`src/rtl/ps2_host_tx.sv`:
```
// ps2_host_tx: PS/2 host-to-device command byte transmitter.
// Define PS2_HOST_TX_RETRY_EN to retransmit on missing ACK or timeout.
module ps2_host_tx #(
  parameter int INHIBIT_CYCLES = 5000,
  parameter int TIMEOUT_CYCLES = 750000,
  parameter int MAX_RETRIES    = 2
) (
  input  logic       clock,
  input  logic       reset,
  input  logic       tx_valid,
  input  logic [7:0] tx_data,
  output logic       tx_ready,
  output logic       busy,
  input  logic       ps2_clk_in,
  input  logic       ps2_data_in,
  output logic       ps2_clk_oe,
  output logic       ps2_data_oe,
  output logic       tx_done,
  output logic       tx_ack_ok,
  output logic       tx_error
);

`ifdef PS2_HOST_TX_RETRY_EN
  localparam bit RETRY_EN = 1'b1;
`else
  localparam bit RETRY_EN = 1'b0;
`endif

  localparam int IW = $clog2(INHIBIT_CYCLES + 1);
  localparam int TW = $clog2(TIMEOUT_CYCLES + 1);
  localparam int RW = $clog2(MAX_RETRIES + 2);

  localparam logic [IW-1:0] INH_PRE  = IW'(INHIBIT_CYCLES - 2);
  localparam logic [IW-1:0] INH_LAST = IW'(INHIBIT_CYCLES - 1);
  localparam logic [TW-1:0] TMO_LAST = TW'(TIMEOUT_CYCLES - 1);
  localparam logic [RW-1:0] RTY_MAX  = RW'(MAX_RETRIES);

  typedef enum logic [2:0] {
    S_IDLE,
    S_INHIBIT,
    S_RTS,
    S_SHIFT,
    S_ACK,
    S_WAIT_IDLE,
    S_DONE
  } state_t;

  state_t          r_state;
  logic            r_clk_s1;
  logic            r_clk_s2;
  logic            r_clk_prev;
  logic            r_dat_s1;
  logic            r_dat_s2;
  logic [IW-1:0]   r_inh_cnt;
  logic [TW-1:0]   r_tmo;
  logic [3:0]      r_bit_cnt;
  logic [9:0]      r_frame;
  logic [7:0]      r_byte;
  logic            r_ack;
  logic [RW-1:0]   r_retry;

  logic            w_fall;
  logic            w_accept;
  logic            w_timed;
  logic            w_tmo_fire;
  logic            w_can_retry;
  logic            w_bus_idle;
  logic [9:0]      w_frame;
  logic [9:0]      w_reload;

  assign w_fall      = r_clk_prev & ~r_clk_s2;
  assign w_accept    = tx_valid & tx_ready;
  assign w_bus_idle  = r_clk_s2 & r_dat_s2;
  assign w_timed     = (r_state == S_RTS) || (r_state == S_SHIFT) ||
                       (r_state == S_ACK) || (r_state == S_WAIT_IDLE);
  // A fall in the same cycle as terminal count keeps the frame alive
  assign w_tmo_fire  = w_timed & ~w_fall & (r_tmo == TMO_LAST);
  assign w_can_retry = RETRY_EN && (r_retry < RTY_MAX);
  assign w_frame     = {1'b1, ~^tx_data, tx_data};
  assign w_reload    = {1'b1, ~^r_byte, r_byte};

  always_ff @(posedge clock) begin
    if (!reset) begin
      r_state     <= S_IDLE;
      r_clk_s1    <= 1'b0;
      r_clk_s2    <= 1'b0;
      r_clk_prev  <= 1'b0;
      r_dat_s1    <= 1'b0;
      r_dat_s2    <= 1'b0;
      r_inh_cnt   <= '0;
      r_tmo       <= '0;
      r_bit_cnt   <= '0;
      r_frame     <= '0;
      r_byte      <= '0;
      r_ack       <= 1'b0;
      r_retry     <= '0;
      tx_ready    <= 1'b1;
      busy        <= 1'b0;
      ps2_clk_oe  <= 1'b0;
      ps2_data_oe <= 1'b0;
      tx_done     <= 1'b0;
      tx_ack_ok   <= 1'b0;
      tx_error    <= 1'b0;
    end else begin
      r_clk_s1   <= ps2_clk_in;
      r_clk_s2   <= r_clk_s1;
      r_clk_prev <= r_clk_s2;
      r_dat_s1   <= ps2_data_in;
      r_dat_s2   <= r_dat_s1;
      tx_done    <= 1'b0;
      tx_ack_ok  <= 1'b0;
      tx_error   <= 1'b0;

      if (w_timed) begin
        r_tmo <= w_fall ? '0 : r_tmo + TW'(1);
      end

      if (w_tmo_fire) begin
        if (w_can_retry) begin
          r_retry     <= r_retry + RW'(1);
          r_frame     <= w_reload;
          r_inh_cnt   <= '0;
          ps2_clk_oe  <= 1'b1;
          ps2_data_oe <= 1'b0;
          r_state     <= S_INHIBIT;
        end else begin
          ps2_clk_oe  <= 1'b0;
          ps2_data_oe <= 1'b0;
          tx_error    <= 1'b1;
          tx_ready    <= 1'b1;
          busy        <= 1'b0;
          r_state     <= S_IDLE;
        end
      end else begin
        unique case (r_state)
          S_IDLE: begin
            if (w_accept) begin
              r_byte      <= tx_data;
              r_frame     <= w_frame;
              r_retry     <= '0;
              r_inh_cnt   <= '0;
              ps2_clk_oe  <= 1'b1;
              ps2_data_oe <= 1'b0;
              tx_ready    <= 1'b0;
              busy        <= 1'b1;
              r_state     <= S_INHIBIT;
            end
          end
          S_INHIBIT: begin
            r_inh_cnt <= r_inh_cnt + IW'(1);
            if (r_inh_cnt == INH_PRE) begin
              ps2_data_oe <= 1'b1;
            end
            if (r_inh_cnt == INH_LAST) begin
              ps2_clk_oe <= 1'b0;
              r_bit_cnt  <= '0;
              r_tmo      <= '0;
              r_state    <= S_RTS;
            end
          end
          S_RTS, S_SHIFT: begin
            if (w_fall) begin
              ps2_data_oe <= ~r_frame[0];
              r_frame     <= {1'b0, r_frame[9:1]};
              r_bit_cnt   <= r_bit_cnt + 4'd1;
              r_state     <= (r_bit_cnt == 4'd9) ? S_ACK : S_SHIFT;
            end
          end
          S_ACK: begin
            if (w_fall) begin
              r_ack   <= ~r_dat_s2;
              r_state <= S_WAIT_IDLE;
            end
          end
          S_WAIT_IDLE: begin
            if (w_bus_idle) begin
              if (!r_ack && w_can_retry) begin
                r_retry     <= r_retry + RW'(1);
                r_frame     <= w_reload;
                r_inh_cnt   <= '0;
                ps2_clk_oe  <= 1'b1;
                ps2_data_oe <= 1'b0;
                r_state     <= S_INHIBIT;
              end else begin
                tx_done   <= 1'b1;
                tx_ack_ok <= r_ack;
                tx_error  <= ~r_ack & RETRY_EN;
                r_state   <= S_DONE;
              end
            end
          end
          S_DONE: begin
            tx_ready <= 1'b1;
            busy     <= 1'b0;
            r_state  <= S_IDLE;
          end
          default: r_state <= S_IDLE;
        endcase
      end
    end
  end

endmodule

```
`config.mk`:
```
export PLATFORM = sky130hd
export DESIGN_NAME = ps2_host_tx
export DESIGN_NICKNAME = d
export VERILOG_FILES = /design/src/rtl/ps2_host_tx.sv
export SDC_FILE = /design/constraint.sdc
export NUM_CORES = 1
export LEC_CHECK = 0
export BUFFER_PORTS_ARGS = -buffer_cell sky130_fd_sc_hd__clkbuf_2
export CAP_MARGIN = 30
export CORE_AREA = 2 2 85 87
export CTS_CLUSTER_SIZE = 24
export DETAILED_ROUTE_END_ITERATION = 6
export DIE_AREA = 0 0 87 89
export MAX_ROUTING_LAYER = met4
export PLACE_DENSITY = 0.67
export SYNTH_ARGS = -nofsm -noshare
export SYNTH_HDL_FRONTEND = slang
export SYNTH_SLANG_ARGS = --single-unit
```
`constraint.sdc`:
```
create_clock -name clock -period 3 [get_ports clock]
set_clock_uncertainty 0.15 [all_clocks]
set_input_delay 0.6 -clock clock [delete_from_list [all_inputs] [get_ports clock]]
set_output_delay 0.6 -clock clock [all_outputs]
set_load 0.01 [all_outputs]
```
==> flow_summary.ini, run 1 <==
[layout]
utilization = 0.523
final_common_cell = dfxtp_1
final_cell_mix = 63 x dfxtp_1, 52 x nor2_1, 28 x a21oi_1, 22 x nand3_1
antenna_cells = 0
area_delta_synth_final_pct = 14.7
fin_nets = 405
drive_gt1_frac = 0.148

[route]
drtIter0Drc = 113
drt-pass1-iter-count = 4
ant_nets = 0
route.detailed.drc = 0
vias = 2623
wl_um = 6560
wl_per_cell_um = 13.9
vias_per_cell = 5.56

[worst_setup_path]
path_class = register to register
crit_chain = ha_1 -> or3b_2 -> or4_4 -> a211oi_2 -> and3b_1 -> nor3_2
required_ns = 3.08
crit_slowest_cell = or3b_2
slowest_delay_ns = 0.49
worstSetupEndpointType = register
cp-start-kind = register
cp.arrival_ns = 2.48
path_max_fanout = 4
rr_worst_depth = 6

[cts]
cts-root-buf = clkbuf_8
cts_tree = built
clkLatencyLatePin_ns = 0.34
h-tree-depth = 3
path_clk_slew_ns = 0.08
cts-resized-gates = 0
cts_sinks = 63
cts_hold_buf = 0
post_cts_buffers = 0
cts_buffer_depth = 2
cts-buffers-inserted = 9

[power]
internal_power_mw = 1.73
p_sw_frac = 0.315
fin_total_pwr_mw = 2.52
ir_drop_uv = 429
combPwrFrac = 0.240
power_frac_seq = 0.402
power_density_nw_per_um2 = 717
power.leakage_nw = 1.37
switchingPower_uw = 792
clkPwrFrac = 0.358

[placement]
place_congestion = 0.856
io_buffers = 19
hpwl_um = 4700
place_worst_setup_slack_ns = 0.634

[timing]
min_period_over_period = 0.802
slew_headroom = 0.543
report.final.hold_viol_count = 0
period_needed_ns = 2.41
layout_setup_ws_ns = 0.593
fin_hold_ws_ns = 0.287
tns_ns = 0
final_max_slew_viol_count = 0
timing.fmax_mhz = 416
rsz0062_at_grt = false
setup_violations = 0
tightest_slew_ns = 0.680

[global_route]
grt_max_degree = 20
grt_overflow_total = 0
grt_pass1_vias = 2470
grt_pass1_wl_um = 11200
grt_antenna_before_repair = 0
grt_use_total = 0.190

[logic_synthesis]
synth-edff-count = 0
synth_nets = 381
yosys_warnings = 0
async_reset_ff_frac = 0
synth_seq_cells = 63
yosysUniqueCellTypes = 48
syn_area_per_cell_sq_um = 8.43
yosys_most_used_dff = dfxtp_1
yosysSeqAreaShare = 0.412
syn_area_sq_um = 3060
synthCells = 363

[floorplanning]
chipWidth_um = 87
die_height_um = 89
coreArea_sq_um = 6720
dieArea_sq_um = 7740
rows = 30
start_util = 0.456
io_pins = 20

[min_path]
hold_path_depth = 1
min_path_type = register to register

[run_status]
status = complete, no violations

[job]
maxCapViolCount = 0
through the flow:
stage	cells	area, sq um
CTS	472	3510
finish	472	3510
global route	472	3510
floorplan	363	3060
detailed placement	456	3270
global placement	456	3270
layout make-up:
type / count / area [sq um]
fillers: 617 / 3210
multi-input cells: 273 / 1690
well taps: 80 / 100
flip-flops and latches: 63 / 1260
repair buffers: 30 / 178
clock inverters: 7 / 121
clock buffers: 9 / 124
inverters: 10 / 37.5
logic make-up (layout without fill, tap and decap cells):
kind of cell / count (synthesis) / count (layout) / share of synthesized area
adder cells (fa/ha/maj): 5 / 5 / 0.0204
XOR/XNOR: 29 / 29 / 0.0830
flip-flops: 63 / 63 / 0.412
multiplexers: 9 / 9 / 0.0294
AND/OR/NAND/NOR: 161 / 161 / 0.275
AO/OA/AOI/OAI: 69 / 69 / 0.145
buffers and inverters: 27 / 56 / 0.0360
registers in the layout, indices dropped and copies added, names as in the netlist:
name,cells
r_dat_s2,1
r_clk_prev,1
r_frame,10
tx_error,1
r_clk_s1,1
ps2_clk_oe,1
r_ack,1
busy,1
r_state,3
ps2_data_oe,1
r_tmo,20
r_inh_cnt,13
tx_ack_ok,1
tx_done,1
r_dat_s1,1
r_clk_s2,1
tx_ready,1
r_bit_cnt,4
final timing paths:
kind | from | to | slack (ns)
max reg2reg | r_inh_cnt[0] | r_state[0] | 0.59
max | r_inh_cnt[0] | r_state[0] | 0.59
min | r_dat_s1 | r_dat_s2 | 0.29
min reg2reg | r_dat_s1 | r_dat_s2 | 0.29
Yosys cell counts (8+ instances only):
| library cell | n | area (sq um) |
|---|---|---|
| xnor2_1 | 19 | 166 |
| nand3_1 | 22 | 110 |
| a21oi_1 | 28 | 140 |
| nand4_1 | 9 | 56.3 |
| mux2i_1 | 9 | 90.1 |
| xor2_1 | 10 | 87.6 |
| nand2_1 | 17 | 63.8 |
| nor2_1 | 52 | 195 |
| dfxtp_1 | 63 | 1260 |
| nor3_1 | 13 | 65.1 |
| clkbuf_1 | 11 | 41.3 |
| o21ai_0 | 13 | 65.1 |
| a211oi_1 | 8 | 60.1 |
| inv_1 | 10 | 37.5 |
power by group through the flow:
stage / clock network (mW) / registers, mW / logic (mW)
5_1_grt: 0.955 / 1.03 / 0.665
4_1_cts: 0.920 / 1.01 / 0.601
2_1_floorplan: 0 / 0.996 / 0.465
3_3_place_gp: 0 / 1.03 / 0.584
6_report: 0.901 / 1.01 / 0.603
3_5_place_dp: 0 / 1.03 / 0.598
critical path: cells and delay by family, from the launching register on:
family,cells,cell delay (ns)
compound gates,1,0.29
fa+ha+maj,1,0.25
simple gates,4,1.21
flops,1,0.40
routing by layer:
metal / wire length (um) / vias to the layer above / global-route usage
li1: - / 1339 / -
met1: 3160 / 1223 / 0.239
met2: 2980 / 46 / 0.289
met3: 267 / 15 / 0.0379
met4: 155 / 0 / 0.0980
met5: 0 / - / -
No activity file was read; power rests on OpenSTA's default activity.
==> run 2, diff against run 1 <==
Settings changed: PLACE_DENSITY 0.67 to 0.7.
Clock period 3 ns to 2 ns, I/O delays scaled along.
==> flow_summary.ini, run 2 (synthesis gave the netlist of run 1 again) <==
[placement]
placed_cells = 487
io_buffers = 19
place_congestion = 0.881
hpwl_um = 4850
place_worst_setup_slack_ns = -0.196
postPlaceCellArea_sq_um = 3550

[worst_setup_path]
r2r_setup_slack_ns = -0.21
crit_chain = ha_4 -> or3b_4 -> or4_4 -> o21ai_4 -> clkbuf_16 -> nor2_1
crit_slowest_cell = or4_4
path_class = register to register
cp.arrival_ns = 2.31
path_buf_inv = 1
cp-start-kind = register
path_max_fanout = 6
worstSetupEndpointType = register
required_ns = 2.10
slowest_delay_ns = 0.57
path_delay_family = simple AND/OR/NAND/NOR gates

[power]
power.leakage_nw = 1.54
power_density_nw_per_um2 = 988
ir_drop_uv = 557
fin_total_pwr_mw = 3.82

[layout]
final_common_cell = dfxtp_1
fin_cells = 506
utilization = 0.576
drive_gt1_frac = 0.270
area_delta_synth_final_pct = 26.4
regMostFlops = r_tmo
top_regs = r_tmo (20), r_inh_cnt (13), r_frame (10)
largest_reg_flops = 20
antenna_cells = 0
design_area_sq_um = 3870
final_cell_mix = 60 x dfxtp_1, 47 x nor2_1, 42 x buf_4, 20 x a21oi_1, 20 x nand3_1
fin_nets = 439

[job]
maxCapViolCount = 0

[global_route]
grt_pass1_vias = 2585
grt_antenna_before_repair = 0
grt_overflow_total = 0
grt_max_degree = 20
grt_use_total = 0.201
grt_pass1_wl_um = 11700

[route]
drt-pass1-iter-count = 4
wl_um = 7070
route.detailed.drc = 0
drtIter0Drc = 113
vias = 2754
ant_nets = 0
vias_per_cell = 5.44
wl_per_cell_um = 14.0

[timing]
setup_violations = 25
slew_headroom = 0.606
min_period_over_period = 1.11
rsz0062_at_grt = true
tightest_slew_ns = 0.587
timing.fmax_mhz = 452
layout_setup_ws_ns = -0.213
final_max_slew_viol_count = 0
report.final.hold_viol_count = 0
period_needed_ns = 2.21

[cts]
cts_buffer_depth = 2
cts-buffers-inserted = 9
cts_hold_buf = 0
cts-root-buf = clkbuf_8
clkLatencyLatePin_ns = 0.35
path_clk_slew_ns = 0.07
cts_sinks = 63
cts_tree = built
h-tree-depth = 3

[floorplanning]
start_util = 0.456
dieArea_sq_um = 7740
die_height_um = 89
chipWidth_um = 87
io_pins = 20
rows = 30
coreArea_sq_um = 6720

[run_status]
violations = negative setup slack
status = complete, but fails checks

[min_path]
min_path_type = input pin to register
run 2: area by class of cell:
cell class                      count  area [sq um]
Clock buffer                        9           124
Clock inverter                      7          87.6
Fill cell                         586          2850
Inverter                           10          37.5
Multi-Input combinational cell    274          1810
Sequential cell                    63          1260
Tap cell                           80           100
Timing Repair Buffer               63           450
run 2: worst reg2reg max path, cell delays in order, from the launching register on:
cell and delay, ns:
dfxtp_2 0.35, ha_4 0.13, or3b_4 0.37, or4_4 0.57, o21ai_4 0.28, clkbuf_16 0.21, nor2_1 0.04
run 2: final timing paths:
path,cells past startpoint,startpoint,endpoint
max,6,r_inh_cnt[0],r_tmo[11]
min reg2reg,1,r_dat_s1,r_dat_s2
min,2,ps2_data_in,r_dat_s1
max reg2reg,6,r_inh_cnt[0],r_tmo[11]
run 2: power breakdown:
| group | switching [mW] | total [mW] | internal (mW) |
|---|---|---|---|
| Combinational | 0.637 | 1.13 | 0.494 |
| Sequential | 0.0968 | 1.48 | 1.39 |
| Clock | 0.517 | 1.21 | 0.692 |
| Total | 1.25 | 3.82 | 2.57 |
run 2: what timing repair did:
action                                  CTS  global route
cloned                                    0             2
endpoints found under the setup margin   26            29
pin swaps                                 7             9
buffers inserted                          1             0
resized for setup                         9             9
run 2: metrics by stage:
stage / hold slack, ns / setup TNS (ns)
floorplan: 0.262 / -1.81
global placement: 0.266 / -2.73
detailed placement: 0.267 / -3.59
CTS: 0.0941 / -2.50
global route: 0.0951 / -5.51
finish: 0.103 / -4.63
run 2: routing by layer:
layer / vias up / global-route usage / part of all wire
met5: - / - / 0
met4: 0 / 0.0895 / 0.019
met3: 14 / 0.0480 / 0.031
met2: 48 / 0.321 / 0.48
met1: 1292 / 0.241 / 0.47
li1: 1400 / - / -
